<file path="src/rtl/arm_pipe_pkg.sv">
// Shared types and constants for the ARM core pipeline registers.
// Default widths for the MEM->WB boundary and the payload layout it carries.
package arm_pipe_pkg;

   localparam int DATA_W    = 32;
   localparam int REG_IDX_W = 4;

   // Everything the WB stage needs to retire one instruction.
   typedef struct packed {
      logic                 wb_en;
      logic                 mem_r_en;
      logic [DATA_W-1:0]    alu_result;
      logic [DATA_W-1:0]    mem_data;
      logic [REG_IDX_W-1:0] dest;
   } mem_wb_payload_t;

   // Packed payload width for arbitrary data/destination widths, laid out
   // in the same field order as mem_wb_payload_t.
   function automatic int payload_width(input int data_w, input int dest_w);
      return 2 + 2 * data_w + dest_w;
   endfunction

endpackage

</file>
<file path="src/rtl/pipe_slot.sv">
// One pipeline slot: a payload register plus its valid bit.
// Reset zeroes both; flush empties the slot but leaves the payload untouched.
module pipe_slot #(
   parameter int WIDTH = 8
) (
   input  logic             clk,
   input  logic             rst,
   input  logic             flush,
   input  logic             load,
   input  logic             clear,
   input  logic [WIDTH-1:0] d,
   output logic             valid,
   output logic [WIDTH-1:0] q
);

   // Valid bit: reset beats flush, flush beats load, load beats clear.
   always_ff @(posedge clk) begin
      if (!rst) begin
         valid <= 1'b0;
      end else if (flush) begin
         valid <= 1'b0;
      end else if (load) begin
         valid <= 1'b1;
      end else if (clear) begin
         valid <= 1'b0;
      end
   end

   // Payload only changes on a load outside flush, so a held entry never moves.
   always_ff @(posedge clk) begin
      if (!rst) begin
         q <= '0;
      end else if (load && !flush) begin
         q <= d;
      end
   end

endmodule

</file>
<file path="src/rtl/mem_wb_pipe_stage.sv">
// Elastic MEM->WB pipeline boundary with stall, flush and bubble tracking.
// The write-back value is selected here so the WB stage needs no mux.
// Optional feature: define MEM_WB_SKID_EN for a two-entry head+skid stage whose
// in_ready is registered; otherwise a single entry with combinational in_ready.
module mem_wb_pipe_stage #(
   parameter int DATA_W = arm_pipe_pkg::DATA_W,
   parameter int DEST_W = arm_pipe_pkg::REG_IDX_W
) (
   input  logic              clk,
   input  logic              rst,
   input  logic              flush,
   input  logic              in_valid,
   output logic              in_ready,
   input  logic              wb_en_in,
   input  logic              mem_r_en_in,
   input  logic [DATA_W-1:0] alu_result_in,
   input  logic [DATA_W-1:0] mem_data_in,
   input  logic [DEST_W-1:0] dest_in,
   output logic              out_valid,
   input  logic              out_ready,
   output logic              wb_en,
   output logic              mem_r_en,
   output logic [DATA_W-1:0] alu_result,
   output logic [DATA_W-1:0] data_memory_out,
   output logic [DEST_W-1:0] dest,
   output logic [DATA_W-1:0] wb_value
);

   import arm_pipe_pkg::*;

   localparam int PW = payload_width(DATA_W, DEST_W);

   logic          accept;
   logic          pop;
   logic          head_load;
   logic          head_clear;
   logic [PW-1:0] head_d;
   logic [PW-1:0] head_q;
   logic [PW-1:0] in_pl;
   logic          head_wb_en;

   assign in_pl  = {wb_en_in, mem_r_en_in, alu_result_in, mem_data_in, dest_in};
   assign accept = in_valid & in_ready;
   assign pop    = out_valid & out_ready;

`ifdef MEM_WB_SKID_EN

   logic          skid_valid;
   logic          skid_load;
   logic          skid_clear;
   logic [PW-1:0] skid_q;

   // Only a registered bit gates intake, so out_ready never reaches in_ready.
   assign in_ready = rst & ~flush & ~skid_valid;

   // Route the incoming entry to head or skid and refill head from skid on pop.
   always_comb begin
      head_load  = 1'b0;
      head_clear = 1'b0;
      head_d     = in_pl;
      skid_load  = 1'b0;
      skid_clear = 1'b0;
      if (pop && skid_valid) begin
         head_load  = 1'b1;
         head_d     = skid_q;
         skid_load  = accept;
         skid_clear = ~accept;
      end else if (accept && (!out_valid || pop)) begin
         head_load = 1'b1;
      end else if (accept) begin
         skid_load = 1'b1;
      end else if (pop) begin
         head_clear = 1'b1;
      end
   end

   pipe_slot #(.WIDTH(PW)) u_skid (
      .clk   (clk),
      .rst   (rst),
      .flush (flush),
      .load  (skid_load),
      .clear (skid_clear),
      .d     (in_pl),
      .valid (skid_valid),
      .q     (skid_q)
   );

`else

   // A popping head frees its slot in the same cycle, giving 1/cycle throughput.
   assign in_ready = rst & ~flush & (~out_valid | out_ready);

   // Single slot: accept loads it (replacing a popping head), pop alone empties it.
   always_comb begin
      head_load  = accept;
      head_clear = pop;
      head_d     = in_pl;
   end

`endif

   pipe_slot #(.WIDTH(PW)) u_head (
      .clk   (clk),
      .rst   (rst),
      .flush (flush),
      .load  (head_load),
      .clear (head_clear),
      .d     (head_d),
      .valid (out_valid),
      .q     (head_q)
   );

   assign {head_wb_en, mem_r_en, alu_result, data_memory_out, dest} = head_q;

   // A bubble must never write the register file.
   assign wb_en    = head_wb_en & out_valid;
   assign wb_value = mem_r_en ? data_memory_out : alu_result;

endmodule
</file>
<file path="config.mk">
export PLATFORM = sky130hd
export DESIGN_NAME = mem_wb_pipe_stage
export DESIGN_NICKNAME = d
export VERILOG_FILES = /design/src/rtl/arm_pipe_pkg.sv /design/src/rtl/pipe_slot.sv /design/src/rtl/mem_wb_pipe_stage.sv
export SDC_FILE = /design/constraint.sdc
export NUM_CORES = 1
export LEC_CHECK = 0
export ABC_AREA = 1
export BUFFER_PORTS_ARGS = -buffer_cell sky130_fd_sc_hd__buf_4
export CAP_MARGIN = 5
export CORE_MARGIN = 8
export CORE_UTILIZATION = 49
export DETAILED_ROUTE_END_ITERATION = 10
export MAX_ROUTING_LAYER = met4
export PLACE_DENSITY = 0.81
export SYNTH_ARGS = -nofsm -noshare
export SYNTH_HDL_FRONTEND = slang
export SYNTH_SLANG_ARGS = --single-unit
</file>
<file path="constraint.sdc">
create_clock -name clk -period 1.42 [get_ports clk]
set_input_delay 0.142 -clock clk [delete_from_list [all_inputs] [get_ports clk]]
set_output_delay 0.142 -clock clk [all_outputs]
set_load 0.01 [all_outputs]
</file>
# --- Word-level counts from Yosys, hierarchy flattened ---
# Cells that the tools add are included.
word_totals:
  ff_bits: 71
  latch_bits: 0
  mem_bits_rw: 0
  romBits: 0
  inputBits: 75
  output_inout_bits: 104
  elab_cells: 18
  n_memories: 0
op_classes:
  n_addsub: 0
  mul: 0
  n_div: 0
  magnitude_cmp: 0
  eq_ne: 0
  shifts: 0
  muxes: 3
  bitwise: 9
  reduce_logical: 4
op_table:
  columns: ["cell", "n"]
  rows:
  - ["$mux W32", 1]
  - ["$and A1 B1 Y1", 5]
  - ["$not A1 Y1", 3]
  - ["$mux W1", 2]
  - ["$reduce_bool A2 Y1", 1]
  - ["$reduce_or A2 Y1", 1]
  - ["$logic_and A1 B1 Y1", 1]
  - ["$logic_not A1 Y1", 1]
  - ["$or A1 B1 Y1", 1]

# --- Logic depth before layout (Yosys ltp) ---
# Gate-level depths: netlist (run 1).
depth:
  word_depth: 5
  depth_mapped: 8
  mapped_depth_nobuf: 6

# --- Modules after synthesis ---
# Synthesis (run 1) repeated with hierarchy kept, for this count alone.
unflattened:
  cells_unflattened: 573
  area_unflattened_um2: 3702.3
modules_own_cells:
  columns: ["mod", "instances", "cells_per_inst", "area_per_inst_um2", "seq_area_each_um2"]
  rows:
  - ["pipe_slot", 1, 458, 3044.2, 1421.4]
  - ["mem_wb_pipe_stage", 1, 115, 658.1, 0.0]

# --- Least setup slack after synthesis (run 1) ---
# OpenSTA, ideal clock, no wires.
synth_timing:
  kind: "register to output"
  startpoint: "register u_head.q[68]"
  endpoint: "output port wb_value[0]"
  arrival_time_ns: 1.111
  required_time_ns: 1.278
  path_slack_ns: 0.167
  path_stages_with_launch: 5
  path_buffers: 2
  path_cell_list: "dfxtp_1 clkbuf_1 clkbuf_1 nand2_1 o21ai_0"
synth_via:
  elab_chain_cells: 1
synth_rtl:
  columns: ["item", "line", "rtl"]
  rows:
  - ["start, declared", "pipe_slot.sv:13", "output logic [WIDTH-1:0] q"]
  - ["start signal, assigned", "pipe_slot.sv:32", "q <= '0;"]
  - ["start signal, assigned", "pipe_slot.sv:34", "q <= d;"]
  - ["$mux W32", "mem_wb_pipe_stage.sv:117", "assign wb_value = mem_r_en ? data_memory_out : alu_result;"]
  - ["end, declared", "mem_wb_pipe_stage.sv:26", "output logic [DATA_W-1:0] wb_value"]
# Every way passes these cells.

# --- Worst setup path after layout (run 1) ---
# Ends and elaborated chain as after synthesis.

==> impl_metrics.toml, run 1 <==
[critical_path]
crit_type = "reg -> out"
crit_path_start = "u_head.q[68]"
start_kind = "flop"
r2r_start = "u_head.valid"
worst_ep_required_time_ns = 1.28
critPathCaptureType = "primary output"
arrival_ns = 1.23
path_max_fanout = 18
ff2ff_path_depth = 6

[yosys]
synth_most_common_cell = "inv_1"
synth_area_um2 = 4460
ys.warnings.count = 0
synth_cell_types = 14
postSynthAreaPerCell_um2 = 5.98
ys_seq_area_frac = 0.318
synth.top_cell.area_share = 0.318
synth_area_leaders = "dfxtp_1, inv_1, nand2_1"
synth-edff-count = 0
synthFlopType = "dfxtp_1"
yosysTopAreaCell = "dfxtp_1"
synthArstFlopShare = 0
synthCells = 747
ys_ff_latch = 71
syn_nets = 822
synth.cells.most_frequent = "inv_1, nand2_1, dfxtp_1, nand4_1, nor2_1"

[cts]
cts_tree = "built"
clkSinkCount = 71
path_clk_slew_ns = 0.08
numCtsBuffers = 9
cts.htree.levels = 3
root_buffer = "clkbuf_8"
cts_hold_buf = 0
clk_latency_ns = 0.33
cts_buffer_depth = 2

[timing]
setup_viol = 0
finalHoldViolCount = 0
setup_ws_ns = 0.0457
max_clock_freq_ghz = 0.728
finalCriticalPeriod_ns = 1.37
tightestPinTransition_ns = 0.314
slew_violations = 0
grt_setup_unrepaired = "yes"
max_slew_margin = 0.790
whs_ns = 0.0887
fin_skew_ns = 0.00818
period_share = 0.968

[drt]
wl_um = 12000
firstDrtPassIters = 5
postRouteAntennaNets = 0
vias = 4320
post-route-drc-count = 0
drtIter0Drc = 198
vias_per_cell = 4.52
drt-wirelength-per-cell_um = 12.6

[placement]
place_area_um2 = 5410
place_ws_ns = 0.225
placed_cells = 939
port_buffers = 178
dp_hpwl_um = 8560
gp_congestion = 0.811

[power]
power_density_nw_per_um2 = 882
vdd_drop_max_mv = 0.525
p_leak_nw = 3.30

[die]
fp.dieH_um = 111
placementRows = 35
dieArea_um2 = 12400
coreArea_um2 = 9020
start_util = 0.495
ios = 179
die_w_um = 111

[layout]
fin_nets = 915
diodes = 0
final_cell_count_no_fill = 956
drive_above_1_share = 0.254
design_area_um2 = 5670
syn_to_final_growth_pct = 27.0
final_core_util = 0.629
fillCellCount = 874

[hold_path]
min_from = "flush"
hp-class = "in -> reg"
min_path_cells = 4

[grt]
grt_max_degree = 71
first_global_vias = 3964
grt_overflow = 0
grt_pass1_wl_um = 19300
antenna_found_initial = 0
grtUsageTotal = 0.189

[flow_run]
max_cap_viol_count = 0

[status]
status = "finished clean"
==> what timing repair did <==
item                                   4_1_cts  5_1_grt
setup endpoints to repair                    3       15
gates cloned                                 0        1
endpoints found under the hold margin        0        0
gates resized for setup                      1       21
buffers inserted                             0        0
==> cell families after synthesis <==
logic type,count (synthesis),synth area share
and+or+nand+nor,316,0.308
buffers and inverters,326,0.335
DFF,71,0.318
AOI/OAI and AO/OA,34,0.0381
==> final timing paths <==
| check | end | slack [ns] |
|---|---|---|
| max | wb_value[0] | 0.05 |
| min | u_head.valid | 0.09 |
| max reg2reg | u_head.q[64] | 0.23 |
| min reg2reg | u_head.q[0] | 0.52 |
==> report_power, final <==
part | switching, W | internal, W
Combinational | 0.000547 | 0.000520
Clock | 0.000781 | 0.000985
Sequential | 0.0000745 | 0.00210
==> per-layer routing <==
metal | vias up | GRT usage | part of all wire | wire (um)
li1 | 2290 | - | - | -
met3 | 12 | 0.0349 | 0.058 | 697
met4 | 0 | 0.0640 | 0.014 | 172
met1 | 1885 | 0.234 | 0.44 | 5250
met2 | 133 | 0.303 | 0.49 | 5910
met5 | - | - | 0 | 0
==> through the flow <==
step,total power [W],TNS [ns]
finish,0.00500,0
global route,0.00527,-0.0116
CTS,0.00503,0
detailed placement,0.00327,0
global placement,0.00325,0
floorplan,0.00288,0
==> final cells by class <==
cell class              instances  area (um^2)  area share
well taps                     111          139      0.0245
repair buffers                194         1540       0.272
flip-flops and latches         71         1430       0.251
clock buffers                  10          128      0.0225
clock inverters                 6         85.1      0.0150
multi-input cells             350         1550       0.274
inverters                     214          803       0.142
==> layout by cell type, fill, tap and decap left out <==
master and instances:
inv_1 213, buf_4 187, nand2_1 173, nand4_1 70, nor2_1 70, dfxtp_1 70, o21ai_0 16, o21ai_1 15
clkbuf_8 9, buf_12 5, a21oi_1 2, clkinv_2 2, bufinv_16 2, clkinvlp_4 2, o21ai_2 1, inv_2 1
nor2_4 1, nand2_2 1, nand3_2 1, clkbuf_1 1, clkbuf_16 1, buf_6 1, dfxtp_4 1
==> critical path, cell delays in order, from the launching register on <==
cell	delay (ns)
dfxtp_4	0.39
clkbuf_16	0.19
o21ai_0	0.17
buf_4	0.15
==> state kept, by name (all words and copies together) (netlist names) <==
register and flops:
u_head.q 70, u_head.valid 1
Power figures use the tool's default switching activity.
==> inputs of run 2 (changes only) <==
- CORE_UTILIZATION: 49 -> 40
- PLACE_DENSITY: 0.81 -> 0.68
==> run 2 against run 1 <==
  * Wire length up 3.9%
  * Cell count up 2.8%
  * Sequential cell count unchanged
  * Global-route usage down 2.2 points
  * Clock power up 5%
  * Utilization down 10 points
  * Sequential power about the same
  * Hold slack better by 0.022 ns
  * Register-to-register slack better by 0.03 ns
  * Critical path depth unchanged
  * Highest routed layer unchanged
==> impl_metrics.toml, run 2 (same netlist as run 1, synthesis figures left out) <==
[status]
status = "finished clean"

[cts]
cts_buffer_depth = 2
cts_tree = "built"
clk_latency_ns = 0.34
ctsResizeCount = 0
path_clk_slew_ns = 0.08
cts_hold_buf = 0
clkSinkCount = 71
cts.htree.levels = 3
numCtsBuffers = 9
root_buffer = "clkbuf_8"
post_cts_buffers = 0

[layout]
diodes = 0
regMostFlops = "u_head.q"
syn_to_final_growth_pct = 28.9
reg_top3 = "u_head.q x70, u_head.valid x1"
final_cell_mix = "inv_1, buf_4, nand2_1"
fin_nets = 913
final_core_util = 0.529
final_common_cell = "inv_1"
largest_reg_flops = 70
final_cell_count_no_fill = 983
design_area_um2 = 5760
drive_above_1_share = 0.255

[critical_path]
crit-reg2reg-capture = "u_head.q[66]"
arrival_ns = 1.21
cp_cell_sequence = "clkbuf_16 -> o21ai_0 -> buf_4"
start_kind = "flop"
critPathCaptureType = "primary output"
cpMaxStageDelayCell = "dfxtp_4"
worst_ep_required_time_ns = 1.28
r2r_slack_ns = 0.26
r2r_start = "u_head.valid"
max_stage_delay_ns = 0.37
ff2ff_path_depth = 5
path_max_fanout = 20
crit_type = "reg -> out"

[placement]
place_area_um2 = 5490
gp_congestion = 0.740
place_ws_ns = 0.249
placed_cells = 966
dp_hpwl_um = 8680
port_buffers = 178

[hold_path]
hp-class = "in -> reg"
hold_end = "u_head.q[62]"
min_from = "alu_result_in[26]"
min_path_cells = 5

[die]
fp.dieH_um = 122
dieArea_um2 = 14800
die_w_um = 122
coreArea_um2 = 10900
start_util = 0.410
placementRows = 38
ios = 179

[timing]
setup_viol = 0
grt_setup_unrepaired = "yes"
period_share = 0.953
fin_skew_ns = 0.00960
finalCriticalPeriod_ns = 1.35
slew_violations = 0
finalHoldViolCount = 0
setup_ws_ns = 0.0671
max_slew_margin = 0.786
max_clock_freq_ghz = 0.739
tightestPinTransition_ns = 0.321

[drt]
drt-wirelength-per-cell_um = 12.7
post-route-drc-count = 0
firstDrtPassIters = 4
postRouteAntennaNets = 0
vias_per_cell = 4.28
drtIter0Drc = 293
vias = 4207
wl_um = 12500

[grt]
grtUsageTotal = 0.167
grt_max_degree = 71
grt_overflow = 0
antenna_found_initial = 0
grt_pass1_wl_um = 19300
first_global_vias = 3761

[power]
power_density_nw_per_um2 = 888
p_total_w = 0.00511
vdd_drop_max_mv = 0.541
p_leak_nw = 3.32

[flow_run]
max_cap_viol_count = 0
## run 2: layout make-up
class | instances | area [um^2]
fill | 1161 | 5130
multi-input combinational | 350 | 1560
timing repair buffer | 192 | 1560
sequential | 71 | 1430
inverter | 214 | 803
tap | 140 | 175
clock buffer | 11 | 151
clock inverter | 5 | 80.1
## run 2: stage by stage
step / TNS, ns / hold slack [ns]
after floorplan: 0 / 0.370
after global placement: 0 / 0.461
after detailed placement: 0 / 0.469
after CTS: 0 / 0.0998
after global routing: -0.0171 / 0.108
final: 0 / 0.111
## run 2: worst max-delay path, delay by kind of cell (launching register included)
| kind | cells | cell delay [ns] |
|---|---|---|
| flip-flops | 1 | 0.37 |
| buffers and inverters | 2 | 0.34 |
| AO/OA/AOI/OAI | 1 | 0.17 |
## run 2: how the worst max path moves through the flow
| stage | from | to | slack (ns) | cells past startpoint |
|---|---|---|---|---|
| after global routing | u_head.q[68] | wb_value[6] | -0.01 | 3 |
| final | u_head.q[68] | wb_value[31] | 0.07 | 3 |
| after global placement | u_head.valid | u_head.q[30] | 0.29 | 5 |
| after CTS | u_head.q[68] | wb_value[26] | 0.02 | 4 |
| after detailed placement | rst | u_head.q[59] | 0.25 | 8 |
| after floorplan | u_head.q[68] | wb_value[0] | 0.17 | 4 |
## run 2: report_power, final
group / switching [W] / internal [W]
clock network: 0.000782 / 0.00108
registers: 0.0000709 / 0.00210
logic: 0.000554 / 0.000528
total: 0.00141 / 0.00371
## run 2: metal layers
| layer | GRT usage | vias up | share of wire |
|---|---|---|---|
| met5 | - | - | 0 |
| met4 | 0.0447 | 0 | 0.011 |
| met3 | 0.0481 | 10 | 0.064 |
| met2 | 0.267 | 119 | 0.46 |
| met1 | 0.201 | 1795 | 0.46 |
| li1 | - | 2283 | - |
==> inputs of run 3 (changes only) <==
- PLACE_DENSITY: 0.68 -> 0.71
- SETUP_SLACK_MARGIN: default -> 0.02
- SYNTH_HIERARCHICAL: default -> 1
==> run 3 against run 2 <==
  * Hold slack worse by 0.0085 ns
  * Die area is 15% lower
  * Utilization increased by 13 points
  * Clock skew decreased by 0.0028 ns
  * Critical path depth is 2 higher
  * Global-route usage up 1.3 points
  * Critical path type unchanged
  * Largest cell class is now non-clock buffers
  * Highest routed layer unchanged
==> impl_metrics.toml, run 3 <==
[timing]
finalCriticalPeriod_ns = 1.40
fin_skew_ns = 0.00678
setup_viol = 0
grt_setup_unrepaired = "yes"
period_share = 0.988
setup_ws_ns = 0.0163
slew_violations = 0
finalHoldViolCount = 0
tns_ns = 0
max_clock_freq_ghz = 0.712
max_slew_margin = 0.509
tightestPinTransition_ns = 0.736

[die]
dieArea_um2 = 12600
start_util = 0.406
die_w_um = 112
fp.dieH_um = 112
coreArea_um2 = 9110
placementRows = 35
ios = 179

[critical_path]
worstSetupEndpoint = "wb_value[2]"
crit_type = "reg -> out"
path_max_fanout = 7
worst_ep_required_time_ns = 1.28
start_kind = "flop"
critPathCaptureType = "primary output"
arrival_ns = 1.26
r2r_start = "u_head/valid"
ff2ff_path_depth = 9
r2r_slack_ns = 0.04
crit-reg2reg-capture = "u_head/q[44]"
crit_path_start = "u_head/q[68]"

[yosys]
synth_area_um2 = 3700
ys_seq_area_frac = 0.384
synth_most_common_cell = "nor2_1"
synthArstFlopShare = 0
synth-simple-area-share = 0.352
synth_xor_area_frac = 0
synthCells = 573
syn_nets = 648
synth_mux_area_frac = 0
synthFlopType = "dfxtp_1"
synth_compound_area_frac = 0.0740
synth-edff-count = 0
synth_fa_ha_area_frac = 0
synth_cell_types = 17
synth.cells.most_frequent = "nor2_1, inv_1, nand2_1, dfxtp_1, nand3_1"
synth_top_family_by_area = "simple AND/OR/NAND/NOR gates"
synth_area_leaders = "dfxtp_1, nor2_1, inv_1"
postSynthAreaPerCell_um2 = 6.46
synth.top_cell.area_share = 0.384
ys_ff_latch = 71
yosysTopAreaCell = "dfxtp_1"
ys.warnings.count = 6

[placement]
gp_congestion = 0.790
port_buffers = 178
place_ws_ns = 0.0252
dp_hpwl_um = 8180

[layout]
final_cell_mix = "buf_4, inv_1, nor2_1"
diodes = 0
fin_nets = 834
reg_top3 = "u_head/q x70, u_head/valid x1"
final_core_util = 0.658
syn_to_final_growth_pct = 61.8
largest_reg_flops = 70
final_common_cell = "buf_4"
regMostFlops = "u_head/q"
drive_above_1_share = 0.415
fillCellCount = 801

[power]
p_leak_nw = 3.10
vdd_drop_max_mv = 0.530
internal-power_w = 0.00387
p_clk_frac = 0.408
p_sw_frac = 0.248
power_density_nw_per_um2 = 859
p_comb_frac = 0.178
pwr-share-seq = 0.414
power.switching_w = 0.00128

[grt]
grtUsageTotal = 0.180
grt_overflow = 0
first_global_vias = 3748
grt_pass1_wl_um = 18400
grt_max_degree = 72
antenna_found_initial = 0

[drt]
firstDrtPassIters = 5
vias = 4118
postRouteAntennaNets = 0
wl_um = 13400
post-route-drc-count = 0
drt-wirelength-per-cell_um = 15.4
vias_per_cell = 4.71
drtIter0Drc = 356

[flow_run]
max_cap_viol_count = 0

[cts]
cts_tree = "built"
numCtsBuffers = 9
cts_buffer_depth = 2
cts.htree.levels = 3
clk_latency_ns = 0.33
path_clk_slew_ns = 0.08
cts_hold_buf = 0
root_buffer = "clkbuf_8"
clkSinkCount = 71

[hold_path]
min_from = "alu_result_in[14]"
hp-class = "in -> reg"

[status]
status = "finished clean"
## run 3: cell families (layout without fill, tap and decap cells)
kind of cell,after synthesis,in the layout
flops,71,71
buf+inv,148,339
compound gates,33,33
simple gates,321,321
## run 3: worst min path at each step
stage,endpoint,cells past startpoint,slack [ns]
final,u_head/q[50],5,0.10
after global routing,u_head/q[50],5,0.11
after CTS,u_head/q[43],5,0.09
after detailed placement,u_head/q[11],5,0.45
after global placement,u_head/q[56],5,0.43
after floorplan,u_head/q[0],4,0.35
## run 3: area by class of cell
class	instances	area, um^2	share of cell area
clock inverter	7	135	0.0226
multi-input combinational	354	1800	0.301
clock buffer	9	124	0.0207
inverter	111	417	0.0695
sequential	71	1430	0.238
timing repair buffer	212	1950	0.325
tap	111	139	0.0232
## run 3: power groups by stage
stage | clock [W] | sequential [W] | combinational, W
global placement | 0 | 0.00216 | 0.000763
CTS | 0.00214 | 0.00212 | 0.000788
floorplan | 0 | 0.00218 | 0.000379
detailed placement | 0 | 0.00217 | 0.000776
finish | 0.00210 | 0.00213 | 0.000916
global route | 0.00223 | 0.00214 | 0.00100
## run 3: metrics by stage
stage	area (um^2)	total power (W)	hold slack, ns	instances
final	5990	0.00515	0.102	875
after global routing	5990	0.00537	0.113	875
after detailed placement	5040	0.00294	0.445	834
after global placement	5040	0.00293	0.434	834
after floorplan	3700	0.00256	0.348	573
after CTS	5350	0.00504	0.0866	851
## run 3: routing by layer
layer | vias up | global-route usage | routed length [um]
met4 | 0 | 0.0647 | 219
met2 | 143 | 0.301 | 6660
li1 | 2069 | - | -
met3 | 19 | 0.0505 | 798
met1 | 1887 | 0.202 | 5760
met5 | - | - | 0
## run 3: worst max-delay path: stages, from the launching register on
cell,delay [ns]
dfxtp_4,0.37
buf_6,0.15
buf_12,0.13
nand2_1,0.08
o21ai_4,0.07
buf_6,0.12
## run 3: repair_timing
action / 4_1_cts / 5_1_grt
gates resized for setup: 8 / 81
pin swaps: 0 / 73
cloned: 1 / 17
endpoints found under the setup margin: 14 / 74
buffers inserted: 0 / 7
